### src/rtl/tug_referee.sv
// ---------------------------------------------------------------------------
// tug_referee
//
// Match controller for the nine-light tug-of-war play field.
//
// The referee sits between the two player keys and the play field:
//   - It turns key levels into single-cycle L/R move pulses. A held key gives
//     exactly one pulse. Presses that land in the same cycle cancel each other.
//   - It watches the two end lights. A point is scored when a player presses
//     while the light is on their own end.
//   - It keeps both scores and holds the field in reset between points.
//   - It declares the winner and then freezes until Reset.
//
// Compile-time option:
//   TUG_HOLDOFF_EN - when defined, the field-reset phase after a point lasts
//                    HOLDOFF cycles instead of one. A down-counter times it,
//                    and the win check runs on the last cycle of that phase.
//                    When undefined, no counter logic is generated.
//
// Parameters:
//   WIN_SCORE - points needed to win (1 .. 2**SCORE_W-1)
//   SCORE_W   - width of each score counter
//   HOLDOFF   - field-reset hold cycles after a point (TUG_HOLDOFF_EN only)
//
// Ports:
//   Clock       in   system clock
//   Reset       in   synchronous active-high reset
//   keyL, keyR  in   player key levels, already synchronized
//   leftEnd     in   leftmost field light
//   rightEnd    in   rightmost field light
//   fieldReset  out  reset to the play field (high whenever not in play)
//   L, R        out  registered single-cycle move pulses to the field
//   scoreL/R    out  per-player scores
//   matchWinner out  2'b00 none, 2'b10 left, 2'b01 right
// ---------------------------------------------------------------------------
module tug_referee #(
    parameter int WIN_SCORE = 7,
    parameter int SCORE_W   = 3,
    parameter int HOLDOFF   = 4
) (
    input  logic               Clock,
    input  logic               Reset,
    input  logic               keyL,
    input  logic               keyR,
    input  logic               leftEnd,
    input  logic               rightEnd,
    output logic               fieldReset,
    output logic               L,
    output logic               R,
    output logic [SCORE_W-1:0] scoreL,
    output logic [SCORE_W-1:0] scoreR,
    output logic [1:0]         matchWinner
);

    localparam logic [SCORE_W-1:0] WIN_VAL = SCORE_W'(WIN_SCORE);

    // Elaboration stops here if a parameter is outside its legal range.
    if (HOLDOFF < 1 || WIN_SCORE < 1 || WIN_SCORE >= (2 ** SCORE_W)) begin : g_param_check
        tug_referee_illegal_parameter u_param_check ();
    end

    typedef enum logic [1:0] {
        RST_FIELD,
        PLAY,
        SCORED,
        DONE
    } state_t;

    state_t state_reg;
    state_t state_next;

    // Per-side vectors: bit 1 is the left player, bit 0 is the right player.
    logic [1:0] key_vec;
    logic [1:0] end_vec;
    logic [1:0] key_dly_reg;
    logic [1:0] pulse;
    logic [1:0] valid;
    logic [1:0] hit;
    logic [1:0] move;

    logic [SCORE_W-1:0] score_l_reg;
    logic [SCORE_W-1:0] score_l_next;
    logic [SCORE_W-1:0] score_r_reg;
    logic [SCORE_W-1:0] score_r_next;
    logic [1:0]         winner_reg;
    logic [1:0]         winner_next;
    logic [1:0]         move_reg;
    logic [1:0]         move_next;

    // High on the cycle that SCORED hands over to PLAY or DONE.
    logic               scored_last;

    assign key_vec = {keyL, keyR};
    assign end_vec = {leftEnd, rightEnd};

    // The edge registers keep tracking the keys in every state. Because of
    // this, a key held through a point or a field reset does not produce a
    // late pulse when play resumes.
    always_ff @(posedge Clock) begin
        if (Reset) begin
            key_dly_reg <= 2'b00;
        end else begin
            key_dly_reg <= key_vec;
        end
    end

    for (genvar gi = 0; gi < 2; gi++) begin : g_side
        assign pulse[gi] = key_vec[gi] & ~key_dly_reg[gi];
        // A pulse counts only when the other player did not press in the
        // same cycle.
        assign valid[gi] = pulse[gi] & ~pulse[1 - gi];
        // Each side looks only at its own end light. If both lights are on
        // (an illegal field state), only the side that pressed scores.
        assign hit[gi]   = valid[gi] & end_vec[gi];
        assign move[gi]  = valid[gi] & ~end_vec[gi];
    end

`ifdef TUG_HOLDOFF_EN
    localparam int HOLD_W = (HOLDOFF > 1) ? $clog2(HOLDOFF) : 1;
    localparam logic [HOLD_W-1:0] HOLD_LOAD = HOLD_W'(HOLDOFF - 1);

    logic [HOLD_W-1:0] hold_cnt_reg;
    logic [HOLD_W-1:0] hold_cnt_next;

    // The counter is loaded with HOLDOFF-1 when a point is scored. SCORED
    // therefore covers the counts HOLDOFF-1 down to 0, which is HOLDOFF
    // cycles in total.
    always_ff @(posedge Clock) begin
        if (Reset) begin
            hold_cnt_reg <= '0;
        end else begin
            hold_cnt_reg <= hold_cnt_next;
        end
    end

    always_comb begin
        hold_cnt_next = hold_cnt_reg;
        if (state_reg == PLAY && hit != 2'b00) begin
            hold_cnt_next = HOLD_LOAD;
        end else if (state_reg == SCORED && hold_cnt_reg != '0) begin
            hold_cnt_next = hold_cnt_reg - 1'b1;
        end
    end

    assign scored_last = (hold_cnt_reg == '0);
`else
    assign scored_last = 1'b1;
`endif

    always_ff @(posedge Clock) begin
        if (Reset) begin
            state_reg   <= RST_FIELD;
            score_l_reg <= '0;
            score_r_reg <= '0;
            winner_reg  <= 2'b00;
            move_reg    <= 2'b00;
        end else begin
            state_reg   <= state_next;
            score_l_reg <= score_l_next;
            score_r_reg <= score_r_next;
            winner_reg  <= winner_next;
            move_reg    <= move_next;
        end
    end

    always_comb begin
        state_next   = state_reg;
        score_l_next = score_l_reg;
        score_r_next = score_r_reg;
        winner_next  = winner_reg;
        move_next    = 2'b00;

        case (state_reg)
            RST_FIELD: begin
                state_next = PLAY;
            end

            PLAY: begin
                if (hit[1]) begin
                    score_l_next = score_l_reg + 1'b1;
                    state_next   = SCORED;
                end else if (hit[0]) begin
                    score_r_next = score_r_reg + 1'b1;
                    state_next   = SCORED;
                end else begin
                    move_next = move;
                end
            end

            SCORED: begin
                if (scored_last) begin
                    // Scores stop at WIN_SCORE because reaching it always
                    // ends the match here. This means the counters never
                    // wrap.
                    if (score_l_reg == WIN_VAL) begin
                        winner_next = 2'b10;
                        state_next  = DONE;
                    end else if (score_r_reg == WIN_VAL) begin
                        winner_next = 2'b01;
                        state_next  = DONE;
                    end else begin
                        state_next = PLAY;
                    end
                end
            end

            DONE: begin
                state_next = DONE;
            end

            default: begin
                state_next = RST_FIELD;
            end
        endcase
    end

    assign fieldReset  = (state_reg != PLAY);
    assign L           = move_reg[1];
    assign R           = move_reg[0];
    assign scoreL      = score_l_reg;
    assign scoreR      = score_r_reg;
    assign matchWinner = winner_reg;

endmodule

### config.mk
export PLATFORM = sky130hd
export DESIGN_NAME = tug_referee
export DESIGN_NICKNAME = d
export VERILOG_FILES = /design/src/rtl/tug_referee.sv
export SDC_FILE = /design/constraint.sdc
export NUM_CORES = 1
export LEC_CHECK = 0
export ABC_AREA = 0
export CORE_AREA = 4 4 41 43
export CTS_BUF_LIST = sky130_fd_sc_hd__clkbuf_16
export DETAILED_ROUTE_END_ITERATION = 16
export DIE_AREA = 0 0 45 47
export PLACE_DENSITY_LB_ADDON = 0.2
export SLEW_MARGIN = 40
export SYNTH_ARGS = -nofsm -noshare
export SYNTH_HDL_FRONTEND = slang
export SYNTH_SLANG_ARGS = --single-unit
### constraint.sdc
create_clock -name Clock -period 1.75 [get_ports Clock]
set_input_delay 0.525 -clock Clock [delete_from_list [all_inputs] [get_ports Clock]]
set_output_delay 0.525 -clock Clock [all_outputs]
set_load 0.02 [all_outputs]
# Yosys cells after proc, flatten, opt, wreduce, memory -nomap -nowiden
# Cells that the tools add are included.
dict set report word_totals {
  register_bits 14
  latchBits 0
  ramBits 0
  romBits 0
  n_memories 0
}
dict set report op_classes {
  addsub 2
  multipliers 0
  div_mod_pow 0
  n_lt_le_gt_ge 0
  n_eq_ne 7
  n_shift 0
  muxes 7
  bitwise_logic 16
  reduce_logical 6
}
# operator count
set ops {}
lappend ops {{$mux W2} 6}
lappend ops {{$and A1 B1 Y1} 8}
lappend ops {{$not A1 Y1} 8}
lappend ops {{$pmux W2 S4} 1}
lappend ops {{$add A3 B1 Y3 const B} 2}
lappend ops {{$eq A3 B3 Y1 const B} 2}
lappend ops {{$eq A2 B2 Y1 const B} 2}
lappend ops {{$reduce_and A2 Y1} 2}
lappend ops {{$reduce_or A4 Y1} 1}
lappend ops {{$ne A3 B3 Y1 const B} 1}
lappend ops {{$reduce_and A3 Y1} 1}
lappend ops {{$eq A2 B1 Y1 const B} 1}
lappend ops {{$logic_not A2 Y1} 1}
lappend ops {{$ne A2 B1 Y1 const B} 1}
lappend ops {{$reduce_bool A2 Y1} 1}

# Logic depth before layout (Yosys ltp)
dict set report logic_depth {
  ltp_word 8
  mapped_depth 5
}

# Least setup slack after synthesis
# No wires, ideal clock.
dict set report synth_path {
  kind {input port to flip-flop}
  start {input port keyR}
  end {register state_reg[1]}
  setup_time_ns 0.115
  arrival_ns 1.116
  path_slack_ns 0.520
  stages 4
  path_cell_list {and2b_2 > nor2_1 > a22o_1 > o21a_1}
}
dict set report synth_between {
  elab_chain_cells 6
}
# item line_no
set synth_rtl {}
lappend synth_rtl {{start, declared} 44} ;# input logic keyR,
lappend synth_rtl {{$and A1 B1 Y1 *} 108} ;# assign pulse[gi] = key_vec[gi] & ~key_dly_reg[gi];
lappend synth_rtl {{$not A1 Y1} 111} ;# assign valid[gi] = pulse[gi] & ~pulse[1 - gi];
lappend synth_rtl {{$and A1 B1 Y1} 111}
lappend synth_rtl {{$and A1 B1 Y1} 114} ;# assign hit[gi] = valid[gi] & end_vec[gi];
lappend synth_rtl {{$mux W2} 179} ;# if (hit[1]) begin
lappend synth_rtl {{$pmux W2 S4} 173} ;# case (state_reg)
lappend synth_rtl {{end signal, assigned} 158} ;# state_reg <= state_next;
lappend synth_rtl {{end, declared} 69} ;# state_t state_reg;
# Mark *: on every way between the ends. The rest lies on a longest branch, timed or not.
# A chain may end at the register's enable or synchronous reset.

# Worst setup path after layout
dict set report layout_path {
  start {register winner_reg[1], in the netlist matchWinner[1]}
  end {output port matchWinner[1]}
}
# item line_no
set layout_rtl {}
lappend layout_rtl {{start, declared} 85} ;# logic [1:0] winner_reg;
lappend layout_rtl {{start signal, assigned} 161} ;# winner_reg <= winner_next;
lappend layout_rtl {{end, declared} 52} ;# output logic [1:0] matchWinner
# No word-level cell between the ends.

==> flow_metrics.env <==
export IMPL_status="finished, final reports clean"
export IMPL_dieArea_um2=2120
export IMPL_fin_nets=90
export IMPL_detail_route_first_pass_iterations=3
export IMPL_tightest_slew_ns=0.306
export IMPL_cts_reportedPaths_clkPinSlew_ns=0.04
export IMPL_swShare=0.196
export IMPL_pwr_share_seq=0.403
export IMPL_io_pin_count=17
export IMPL_n_antenna_cell=0
export IMPL_maxCapViolations=0
export IMPL_combPwrFrac=0.093
export IMPL_place_worst_setup_slack_ns=-0.0267
export IMPL_fin_crit_sh=0.972
export IMPL_cp_slowest_cell="clkdlybuf4s50_1"
export IMPL_hold_ws_ns=0.524
export IMPL_reg2reg_depth=5
export IMPL_vias=467
export IMPL_drc=0
export IMPL_yosys_warnings=0
export IMPL_grt_start_max_net_pins=9
export IMPL_p_leak_uw=0.000458
export IMPL_core_area_um2=1300
export IMPL_p_int_uw=664
export IMPL_drv_slew=0
export IMPL_r2r_start="scoreL[0]"
export IMPL_cp_required_ns=1.22
export IMPL_arrival_ns=1.18
export IMPL_die_x_um=45
export IMPL_antenna_found_initial=0
export IMPL_critPathBufInv=1
export IMPL_synth_cell_area_um2=614
export IMPL_hold_buffers=0
export IMPL_gr_total_overflow=0
export IMPL_cpPeakStageDelay_ns=0.60
export IMPL_startpoint="matchWinner[1]"
export IMPL_post_dp_cell_area_um2=812
export IMPL_hold_viol=0
export IMPL_wl_per_cell_um=12.7
export IMPL_dp_hpwl_um=895
export IMPL_syn_to_final_growth_pct=44.8
export IMPL_crit_fanout=2
export IMPL_min_delay_start="matchWinner[1]"
export IMPL_min_period_ns=1.70
export IMPL_ant_nets=0
export IMPL_io_buffers=16
export IMPL_hold_end="matchWinner[1]"
export IMPL_grt_pass1_wl_um=2080
export IMPL_fin_ws_ns=0.0491
export IMPL_power_density_nw_per_um2=927
export IMPL_crit_chain="clkdlybuf4s50_1"
export IMPL_drive_above_1_share=0.167
export IMPL_ys_ff_latch=14
export IMPL_crit_type="reg2out"
export IMPL_p_total_uw=825
export IMPL_yosysSeqAreaShare=0.456
export IMPL_h_tree_depth=1
export IMPL_syn_instance_count=57
export IMPL_design_area_um2=890
export IMPL_die_h_um=47
export IMPL_regArea_um2=280
export IMPL_cts_made_buffers=3
export IMPL_cts_tree="built"
export IMPL_routed_wl_um=1190
export IMPL_postCtsSetupRepairBufs=0
export IMPL_reg2reg_slack_ns=0.54
export IMPL_groute_usage_overall=0.141
export IMPL_synth_avg_cell_area_um2=10.8
export IMPL_hold_path_class="reg2reg"
export IMPL_multi_input_area_um2=327
export IMPL_fin_cells=93
export IMPL_cp_end_kind="output port"
export IMPL_clkPwrFrac=0.504
export IMPL_grt_pass1_vias=488
export IMPL_place_congestion=0.721
export IMPL_row_count=13
export IMPL_fillers=108
export IMPL_dpl_cell_count=90
export IMPL_hold_depth=2
export IMPL_start_kind="flop"
export IMPL_synth_cell_types=22
export IMPL_dr_first_iter_drc_count=5
export IMPL_syn_nets=67
export IMPL_cts_root_buf="clkbuf_16"
export IMPL_ctsLongestPathBuffers=2
export IMPL_clock_latency_ns=0.24
export IMPL_viasPerCell=5.02
export IMPL_setup_viol=0
export IMPL_max_freq_mhz=588
export IMPL_start_util=0.472
export IMPL_r2r_end="state_reg[1]"
export IMPL_ir_worst_vdd_mv=0.581
export IMPL_power_switching_uw=161
export IMPL_clock_sinks=14
export IMPL_rsz0062_at_grt="false"
export IMPL_slew_headroom=0.795
export IMPL_critPathTopFamily="buffers and inverters"
export IMPL_skew_ns=0.00249
-- logic make-up after synthesis --
logic type                 count (synthesis)  synth area share
buffers and inverters                      2            0.0122
DFF                                       14             0.456
AOI/OAI and AO/OA                          6            0.0672
xor gates and xnor gates                   2            0.0285
and+or+nand+nor                           25             0.289
adders and majority gates                  4            0.0815
muxes                                      4            0.0652
-- how the worst max path moves through the flow --
stage               depth (start not counted)             end  slack [ns]
floorplan                                   4    state_reg[1]        0.52
global placement                            5    state_reg[1]      -0.003
detailed placement                          5    state_reg[1]       -0.03
CTS                                         1       scoreL[2]       0.005
global route                                1  matchWinner[1]       0.007
finish                                      1  matchWinner[1]        0.05
-- power by group through the flow --
| stage | registers (µW) | logic [µW] | clock network [µW] |
|---|---|---|---|
| final | 332 | 76.8 | 416 |
| after global routing | 333 | 84.3 | 440 |
| after CTS | 332 | 78.0 | 427 |
| after detailed placement | 338 | 80.3 | 0 |
| after global placement | 338 | 79.4 | 0 |
| after floorplan | 341 | 41.2 | 0 |
-- Yosys cell counts --
master / number / area, µm²
and2b_2: 2 / 17.5
and2b_1: 1 / 7.51
o21a_1: 1 / 7.51
a22oi_1: 1 / 7.51
xor2_1: 2 / 17.5
nor2b_1: 2 / 12.5
a21oi_1: 2 / 10.0
nor3_1: 2 / 10.0
mux2i_1: 4 / 40.0
a22o_1: 1 / 8.76
nand2b_1: 2 / 12.5
nand2_1: 1 / 3.75
nand4_4: 2 / 42.5
a211oi_1: 1 / 7.51
clkbuf_1: 1 / 3.75
nor4b_1: 1 / 8.76
inv_2: 1 / 3.75
nor2_1: 10 / 37.5
nor4b_2: 1 / 15.0
dfxtp_1: 14 / 280
ha_1: 4 / 50.1
and2b_4: 1 / 10.0
-- cell usage in the layout (no fill, tap or decap), types with 2 or more instances in the layout --
cell type	Yosys	final
dfxtp_1	14	14
nor2_1	10	10
clkdlybuf4s50_1	0	9
mux2i_1	4	4
ha_1	4	4
dlygate4sd2_1	0	4
clkbuf_16	0	3
dlymetal6s2s_1	0	3
buf_4	0	3
nand2b_1	2	2
nand4_4	2	2
xor2_1	2	2
and2b_2	2	2
nor2b_1	2	2
nor3_1	2	2
a21oi_1	2	2
-- stage by stage --
stage / utilization / TNS [ns]
global route: 0.684 / 0
floorplan: - / 0
CTS: 0.678 / 0
global placement: 0.624 / -0.00276
finish: 0.684 / 0
detailed placement: 0.624 / -0.0267
-- timing repair --
item / CTS / global route
pin swaps: 0 / 0
setup endpoints to repair: 4 / 3
resized for setup: 4 / 3
hold endpoints to repair: 0 / 0
-- routing by layer --
layer | vias to the layer above | global-route usage | share of wire
li1 | 241 | - | -
met1 | 212 | 0.148 | 0.45
met2 | 12 | 0.223 | 0.48
met3 | 2 | 0.0766 | 0.061
met4 | 0 | 0.0819 | 0.0076
met5 | - | 0 | 0
-- final cells by class --
cell class / instances / share of cell area
clock buffers: 3 / 0.0844
inverters: 1 / 0.00422
multi-input cells: 41 / 0.367
flip-flops and latches: 14 / 0.315
well taps: 15 / 0.0211
repair buffers: 19 / 0.208
Note: power is estimated with default switching activity, not from simulation.
